File: config.mk
export PLATFORM = sky130hd
export DESIGN_NAME = uart_receiver
export DESIGN_NICKNAME = d
export VERILOG_FILES = /design/src/rtl/uart_receiver.sv
export SDC_FILE = /design/constraint.sdc
export NUM_CORES = 1
export LEC_CHECK = 0
export ABC_CLOCK_PERIOD_IN_PS = 2400
export CAP_MARGIN = 20
export CORE_UTILIZATION = 30
export DETAILED_ROUTE_END_ITERATION = 10
export PLACE_DENSITY = 0.51
export SYNTH_ARGS = -nofsm -noshare
export SYNTH_HDL_FRONTEND = slang
export SYNTH_SLANG_ARGS = --single-unit
File: constraint.sdc
create_clock -name clk -period 2.4 [get_ports clk]
set_clock_uncertainty 0.2 [all_clocks]
set_input_delay 0.24 -clock clk [delete_from_list [all_inputs] [get_ports clk]]
set_output_delay 0.24 -clock clk [all_outputs]
set_load 0.005 [all_outputs]
File: src/rtl/uart_receiver.sv
// 8N1 UART receiver driven by a RESOLUTION-x oversampling baud tick.
// Samples each bit at its midpoint and flags a low stop bit as a framing error.
module uart_receiver #(
    parameter int DATA_BITS  = 8,
    parameter int RESOLUTION = 16
) (
    input  logic                 clk,
    input  logic                 rstN,
    input  logic                 baudTick,
    input  logic                 rx,
    output logic [DATA_BITS-1:0] rxData,
    output logic                 rxDone,
    output logic                 frameErr
);

    localparam int TW = $clog2(RESOLUTION);
    localparam int BW = (DATA_BITS > 1) ? $clog2(DATA_BITS) : 1;

    localparam logic [TW-1:0] HALF_LAST = TW'(RESOLUTION / 2 - 1);
    localparam logic [TW-1:0] FULL_LAST = TW'(RESOLUTION - 1);
    localparam logic [BW-1:0] BIT_LAST  = BW'(DATA_BITS - 1);

    typedef enum logic [1:0] {
        IDLE,
        START,
        DATA,
        STOP
    } state_t;

    state_t               state;
    logic                 rx_meta;
    logic                 rx_s;
    logic [TW-1:0]        tick;
    logic [BW-1:0]        bit_cnt;
    logic [DATA_BITS-1:0] shift;

    // Two-flop synchroniser; resets to the idle (high) line level.
    always_ff @(posedge clk or negedge rstN) begin
        if (!rstN) begin
            rx_meta <= 1'b1;
            rx_s    <= 1'b1;
        end else begin
            rx_meta <= rx;
            rx_s    <= rx_meta;
        end
    end

    always_ff @(posedge clk or negedge rstN) begin
        if (!rstN) begin
            state    <= IDLE;
            tick     <= '0;
            bit_cnt  <= '0;
            shift    <= '0;
            rxData   <= '0;
            rxDone   <= 1'b0;
            frameErr <= 1'b0;
        end else begin
            rxDone   <= 1'b0;
            frameErr <= 1'b0;
            unique case (state)
                IDLE: begin
                    if (!rx_s) begin
                        state <= START;
                        tick  <= '0;
                    end
                end
                START: begin
                    if (baudTick) begin
                        if (tick == HALF_LAST) begin
                            tick <= '0;
                            if (!rx_s) begin
                                state   <= DATA;
                                bit_cnt <= '0;
                            end else begin
                                state <= IDLE;
                            end
                        end else begin
                            tick <= tick + TW'(1);
                        end
                    end
                end
                DATA: begin
                    if (baudTick) begin
                        if (tick == FULL_LAST) begin
                            tick  <= '0;
                            shift <= {rx_s, shift[DATA_BITS-1:1]};
                            if (bit_cnt == BIT_LAST) begin
                                state <= STOP;
                            end else begin
                                bit_cnt <= bit_cnt + BW'(1);
                            end
                        end else begin
                            tick <= tick + TW'(1);
                        end
                    end
                end
                STOP: begin
                    if (baudTick) begin
                        if (tick == FULL_LAST) begin
                            // Leave at mid stop bit so a following start edge is caught.
                            tick     <= '0;
                            state    <= IDLE;
                            rxData   <= shift;
                            rxDone   <= 1'b1;
                            frameErr <= ~rx_s;
                        end else begin
                            tick <= tick + TW'(1);
                        end
                    end
                end
                default: state <= IDLE;
            endcase
        end
    end

endmodule

# After elaboration in Yosys (flattened, before gate mapping)
# Cells that the tools add are included.
# word_totals
out_inout_bits	10
wordCells	66
reg_bits	29
# op_classes
add_sub_neg	2
muxes	29
eq_ne	17
bitwise	1
reduce_logical	8
# ops
operator	n
4-bit 2-to-1 mux	5
2-bit inequality test, second input constant	10
2-bit 2-to-1 mux	9
3-bit 2-to-1 mux	6
4-bit case mux with 3 select lines	1
3-bit AND reduction	3
2-bit case mux with 4 select lines	1
8-bit AND reduction	1
7-bit AND reduction	1
1-bit 2-to-1 mux	6
3-bit case mux with 2 select lines	1
4-bit by 1-bit adder with 4-bit output, second input constant	1
2-bit == test, second input constant	2
4-bit by 3-bit == test with 1-bit output, second input constant	1
4-bit == test, second input constant	1
3-bit by 1-bit adder with 3-bit output, second input constant	1
3-bit == test, second input constant	1
2-bit by 1-bit == test with 1-bit output, second input constant	1
2-bit zero test	1
2-bit by 1-bit inequality test with 1-bit output, second input constant	1
2-bit nonzero test	1
2-bit OR reduction	1
1-bit NOT	1

# Longest topological paths before layout
# Gate-level depths: netlist of run 1.
# depth
word_depth	5
ltp_mapped	5

# Worst setup path after synthesis of run 1
# OpenSTA, ideal clock, no wires.
# synth_path
path_type	register to register
startpoint	register bit_cnt[0]
endpoint	register bit_cnt[1]
setup_ns	0.132
slack_ns	0.647
path_stages_with_launch	6
required_time_ns	2.068
arrival_time_ns	1.421
period_less_slack_ns	1.753
path_cell_list	dfrtp_1 ha_1 ha_1 or4bb_1 nand3_1 o211ai_1
# synth_between
elab_chain_cells	5
elab_cells_between_ends	8
cone_classes	add/sub: 1; eq/ne: 2; mux: 4; reduce/logical: 1
# synth_rtl
element	line	source
start, declared	34	logic [BW-1:0] bit_cnt;
start signal, assigned	90	bit_cnt <= bit_cnt + BW'(1);
3-bit by 1-bit adder with 3-bit output	90	
3-bit 2-to-1 mux	87	if (bit_cnt == BIT_LAST) begin
3-bit 2-to-1 mux	84	if (tick == FULL_LAST) begin
3-bit 2-to-1 mux	83	if (baudTick) begin
3-bit case mux with 2 select lines	60	unique case (state)
# Parallel ways exist; a longest one is shown, timed or not. The select of a mux whose other input is x is not followed.
# A chain may end at the register's enable or synchronous reset.

==> results of run 1 <==
==> through the flow <==
step / std cells / hold slack [ps]
final: 180 / 145
after global routing: 180 / 165
after CTS: 180 / 155
after detailed placement: 172 / 147
after global placement: 172 / 146
after floorplan: 110 / -256
==> power by group <==
| group | internal (mW) | total (mW) | switching (mW) | leakage (nW) |
|---|---|---|---|---|
| clock | 0.338 | 0.520 | 0.182 | 0.0585 |
| sequential | 0.548 | 0.650 | 0.102 | 0.377 |
| combinational | 0.109 | 0.225 | 0.116 | 0.300 |
| total | 0.995 | 1.40 | 0.400 | 0.736 |
==> cell usage after synthesis (2+ instances only) <==
cell	count	area [um^2]
mux2_4	8	120
nand2_1	6	22.5
o211ai_1	4	30.0
dfstp_2	2	52.6
ha_1	3	37.5
a31oi_1	2	12.5
nor3_1	2	10.0
nor2_1	2	7.51
nand4_1	3	18.8
o21ai_0	4	20.0
nand3_1	5	25.0
or4bb_1	2	22.5
mux2_2	8	90.1
nor2b_1	3	18.8
dfrtp_1	27	676
buf_2	3	15.0
inv_1	5	18.8
==> cell usage in the layout, fill, tap and decap left out, types with 2 or more instances in the layout <==
| cell | instances |
|---|---|
| a31oi_1 | 2 |
| buf_4 | 2 |
| clkbuf_8 | 6 |
| clkdlybuf4s50_1 | 13 |
| dfrtp_1 | 27 |
| dfstp_2 | 2 |
| ha_1 | 3 |
| inv_1 | 5 |
| mux2_2 | 8 |
| mux2_4 | 8 |
| nand2_1 | 6 |
| nand3_1 | 5 |
| nand4_1 | 3 |
| nor2_1 | 2 |
| nor2b_1 | 3 |
| nor3_1 | 2 |
| o211ai_1 | 4 |
| o21ai_0 | 4 |
| or4bb_1 | 2 |
==> how the worst max path moves through the flow <==
stage / slack, ps / from / end
final: 480 / register / rxData[5]
after global routing: 340 / tick[0] / rxData[5]
after CTS: 470 / tick[1] / rxData[5]
after detailed placement: 300 / baudTick / shift[1]
after global placement: 330 / baudTick / shift[4]
after floorplan: 650 / bit_cnt[0] / bit_cnt[1]
==> worst max-delay path, stage by stage (launching register included) <==
cell,delay (ps)
dfrtp_1,590
nand4_1,290
nor2_4,340
mux2_2,380
==> routing by layer <==
layer / track usage [%] / vias up / routed length, um
li1: - / 435 / -
met3: 3.78 / 7 / 101
met2: 16.6 / 19 / 1060
met4: 6.89 / 0 / 62
met1: 14.2 / 446 / 1170
met5: 0 / - / 0
==> sequential cells by signal, summed over array words and instances (netlist names), named ones only <==
register,count
rxData,8
shift,8
tick,4
bit_cnt,3
frameErr,1
rxDone,1
rx_meta,1
rx_s,1
state,1
==> kinds of logic after synthesis <==
group,synth area share (%)
flip-flops,53.1
multiplexers,16.1
AO/OA/AOI/OAI,9.49
AND/OR/NAND/NOR,14.3
adder cells (fa/ha/maj),2.74
XOR/XNOR,0.639
buffers and inverters,3.65
==> area by class of cell <==
class                      count  area (um^2)
fill                         439         2720
sequential                    29          728
multi-input combinational     71          593
timing repair buffer          15          145
clock buffer                   7         86.3
tap                           52         65.1
clock inverter                 1         30.0
inverter                       5         18.8
==> impl_metrics.toml, run 1 <==
[synth]
seq_area_frac_synth_pct = 53.1
syn_inst = 110
synth_edf_count = 0
synth.distinct_cells = 38
ys_dominant_reg_cell = "dfrtp_1"
ys_ff_latch = 29
synth-async-reset-ratio_pct = 100
synth_warnings = 0
postSynthAreaPerCell_um2 = 12.5
syn_nets = 117
synthesis.area_um2 = 1370

[grt]
antenna_found_initial = 0
grt_overflow_total = 0
grt_max_degree = 30
grt_first_pass_wirelength_mm = 4.20
track_usage_pct = 11.3
grt_pass1_vias = 930

[cells_and_area]
num_antenna_cells = 0
final_util_pct = 38.0
postLayoutCellArea_um2 = 1670
nets = 134
drive_gt1_share_pct = 23.4
area_growth_pct = 21.5

[critical_path]
arrival_ps = 1880
cp-start-kind = "register"
worstSetupPathType = "reg2reg"
cp_max_fo = 16
rr_endpoint = "rxData[5]"
critPathCaptureType = "register"
required_ps = 2360
reg2regPathDepth = 3
rrSetupSlack_ps = 480

[clock_tree]
root_buffer = "clkbuf_8"
clk_pin_slew_ps = 70
cts_tree = "yes"
cts.sinks = 29
cts_resized = 0
clock_path_buffers = 2
clock_latency_ps = 280
holdBufCountCts = 0
cts_buffers = 5
cts_setup_buffers = 0
htreeDepth = 2

[routing]
wl_per_cell_um = 13.3
viasPerCell = 5.04
vias = 907
final_antenna_net_count = 0
wirelength_mm = 2.40
drt-pass1-iter-count = 4
drcViolationCount = 0
first_iter_violations = 52

[power]
power_density_nw_per_um2 = 837
peakVddDrop_v = 0.000429
total_power_mw = 1.40
p_leak_nw = 0.736

[sta]
final-setup-viol-count = 0
drv_slew = 0
fin_ws_ps = 483
relSlewSlack_pct = 69.3
tightestPinTransition_ps = 456
period_minus_slack_ps = 1920
period_share_pct = 79.9
tns_ps = 0
fmax_ghz = 0.522
finalHoldViolations = 0
rsz0062_at_grt = "no"

[outcome]
status = "finished, final reports clean"

[worst_hold_path]
hp-class = "in2async"

[job]
drv_cap = 0

[die]
die_area_um2 = 4850
num_rows = 24
core_region_area_um2 = 4380
die_h_um = 69.6
start_util_pct = 31.3
ios = 14
die_w_um = 69.6

[place]
dpl_cell_area_um2 = 1550
port_buffers = 13
pre_cts_ws_ps = 300
place.gp.congestion = 0.836
hpwl_mm = 1.64
(Power assumes the default switching activity.)
==> run 2: changes to the inputs <==
--- a/config.mk
+++ b/config.mk
@@ -5,11 +5,11 @@
 export SDC_FILE = /design/constraint.sdc
 export NUM_CORES = 1
 export LEC_CHECK = 0
-export ABC_CLOCK_PERIOD_IN_PS = 2400
+export ABC_CLOCK_PERIOD_IN_PS = 1600
 export CAP_MARGIN = 20
 export CORE_UTILIZATION = 30
 export DETAILED_ROUTE_END_ITERATION = 10
-export PLACE_DENSITY = 0.51
+export PLACE_DENSITY = 0.52
 export SYNTH_ARGS = -nofsm -noshare
 export SYNTH_HDL_FRONTEND = slang
 export SYNTH_SLANG_ARGS = --single-unit
==> constraint.sdc (replaced) <==
create_clock -name clk -period 1.6 [get_ports clk]
set_clock_uncertainty 0.2 [all_clocks]
set_input_delay 0.16 -clock clk [delete_from_list [all_inputs] [get_ports clk]]
set_output_delay 0.16 -clock clk [all_outputs]
set_load 0.005 [all_outputs]
==> impl_metrics.toml, run 2 (synthesis gave the netlist of run 1 again) <==
[outcome]
status = "finished with violations"
violations = "setup timing"

[critical_path]
cp_max_fo = 3
reg2regPathDepth = 5
worstSetupPathType = "reg2reg"
critPathCaptureType = "register"
reg2reg_from = "bit_cnt[1]"
cp-start-kind = "register"
required_ps = 1560
rr_endpoint = "bit_cnt[2]"
arrival_ps = 1730
rrSetupSlack_ps = -170
crit_path_start = "bit_cnt[1]"
worstSetupEndpoint = "bit_cnt[2]"

[cells_and_area]
fillers = 408
num_antenna_cells = 0
layout_common_cells = "dfrtp_1, buf_4, mux2_4, clkdlybuf4s50_1, nand2_1"
final_util_pct = 43.9
area_growth_pct = 40.3
final_common_cell = "dfrtp_1"
top_regs = "rxData x8, shift x8, tick x4"
nets = 159
drive_gt1_share_pct = 41.8

[sta]
final-setup-viol-count = 20
tightestPinTransition_ps = 349
fmax_ghz = 0.564
rsz0062_at_grt = "yes"
finalHoldViolations = 0
period_share_pct = 111
drv_slew = 0
tns_ps = -886
fin_worst_hold_slack_ps = 33.6
fin_ws_ps = -173
period_minus_slack_ps = 1770
relSlewSlack_pct = 76.7

[power]
p_int_mw = 1.52
clock_power_share_pct = 26.4
power_density_nw_per_um2 = 1150
p_sw_share_pct = 31.3
peakVddDrop_v = 0.000753
p_sw_uw = 692
p_comb_share_pct = 31.1
power_frac_seq_pct = 42.5
p_leak_nw = 0.871

[clock_tree]
clock_path_buffers = 2
holdBufCountCts = 0
clk_pin_slew_ps = 70
cts.sinks = 29
clock_latency_ps = 280
htreeDepth = 2
cts_buffers = 5
cts_tree = "yes"
root_buffer = "clkbuf_8"

[grt]
grt_first_pass_wirelength_mm = 4.82
grt_max_degree = 30
antenna_found_initial = 0
grt_overflow_total = 0
track_usage_pct = 12.8
grt_pass1_vias = 1019

[routing]
wl_per_cell_um = 13.3
vias = 1002
viasPerCell = 4.89
drt-pass1-iter-count = 5
wirelength_mm = 2.72
drcViolationCount = 0
first_iter_violations = 81
final_antenna_net_count = 0

[place]
port_buffers = 13
hpwl_mm = 2.01
place.gp.congestion = 0.785

[job]
drv_cap = 0

[die]
ios = 14
die_h_um = 69.6
num_rows = 24
die_area_um2 = 4850
core_region_area_um2 = 4380
start_util_pct = 31.3
die_w_um = 69.6

[worst_hold_path]
hp-class = "in2async"
## run 2: changes by cell type in the layout (fill, tap and decap cells not counted), sizes merged
| cell | before | now |
|---|---|---|
| buf | 2 | 27 |
| clkinv | 0 | 2 |
| bufinv | 1 | 0 |
| clkbuf | 7 | 6 |
## run 2: layer usage
metal | up-vias | track usage, % | wire (um)
met5 | - | 0 | 0
met4 | 0 | 6.00 | 48
met3 | 6 | 4.07 | 93
met2 | 18 | 21.1 | 1320
met1 | 493 | 15.2 | 1260
li1 | 485 | - | -
## run 2: repair_timing
action / 4_1_cts / 5_1_grt
hold endpoints to repair: 0 / 0
resized for setup: 2 / 5
cloned: 0 / 0
buffers inserted: 0 / 1
setup endpoints to repair: 20 / 22
pin swaps: 3 / 0
## run 2: cell type report
| class | instances | area (um^2) | share of cell area (%) |
|---|---|---|---|
| Timing Repair Buffer | 40 | 358 | 18.6 |
| Tap cell | 52 | 65.1 | 3.38 |
| Sequential cell | 29 | 728 | 37.8 |
| Clock inverter | 2 | 10.0 | 0.520 |
| Clock buffer | 6 | 72.6 | 3.77 |
| Multi-Input combinational cell | 71 | 672 | 34.9 |
| Inverter | 5 | 18.8 | 0.975 |
## run 2: how the worst min path moves through the flow
| stage | endpoint | from | cells after the start |
|---|---|---|---|
| after floorplan | async pin | rstN | 0 |
| after global placement | rx_s | rx_meta | 0 |
| after detailed placement | rx_s | rx_meta | 0 |
| after CTS | frameErr | rstN | 2 |
| after global routing | rxData[5] | rstN | 2 |
| final | shift[6] | rstN | 2 |
## run 2: worst max-delay path, stage by stage (launching register included)
cell,delay [ps]
dfrtp_1,390
ha_2,210
ha_4,160
or4bb_4,540
nand3_2,80
o211ai_1,80
## run 2: power by group through the flow
stage	Clock, mW	Combinational [mW]	Sequential (mW)
global route	0.628	0.777	0.952
floorplan	0	0.355	0.915
global placement	0	0.636	0.940
CTS	0.592	0.664	0.936
detailed placement	0	0.656	0.946
finish	0.582	0.688	0.938
## run 2: through the flow
stage | worst slack (ps) | instance area [um^2] | std cells | power (mW)
after floorplan | -124 | 1430 | 110 | 1.27
after global placement | -229 | 1830 | 197 | 1.58
after detailed placement | -255 | 1830 | 197 | 1.60
after CTS | -180 | 1900 | 204 | 2.19
after global routing | -218 | 1920 | 205 | 2.36
final | -173 | 1920 | 205 | 2.21
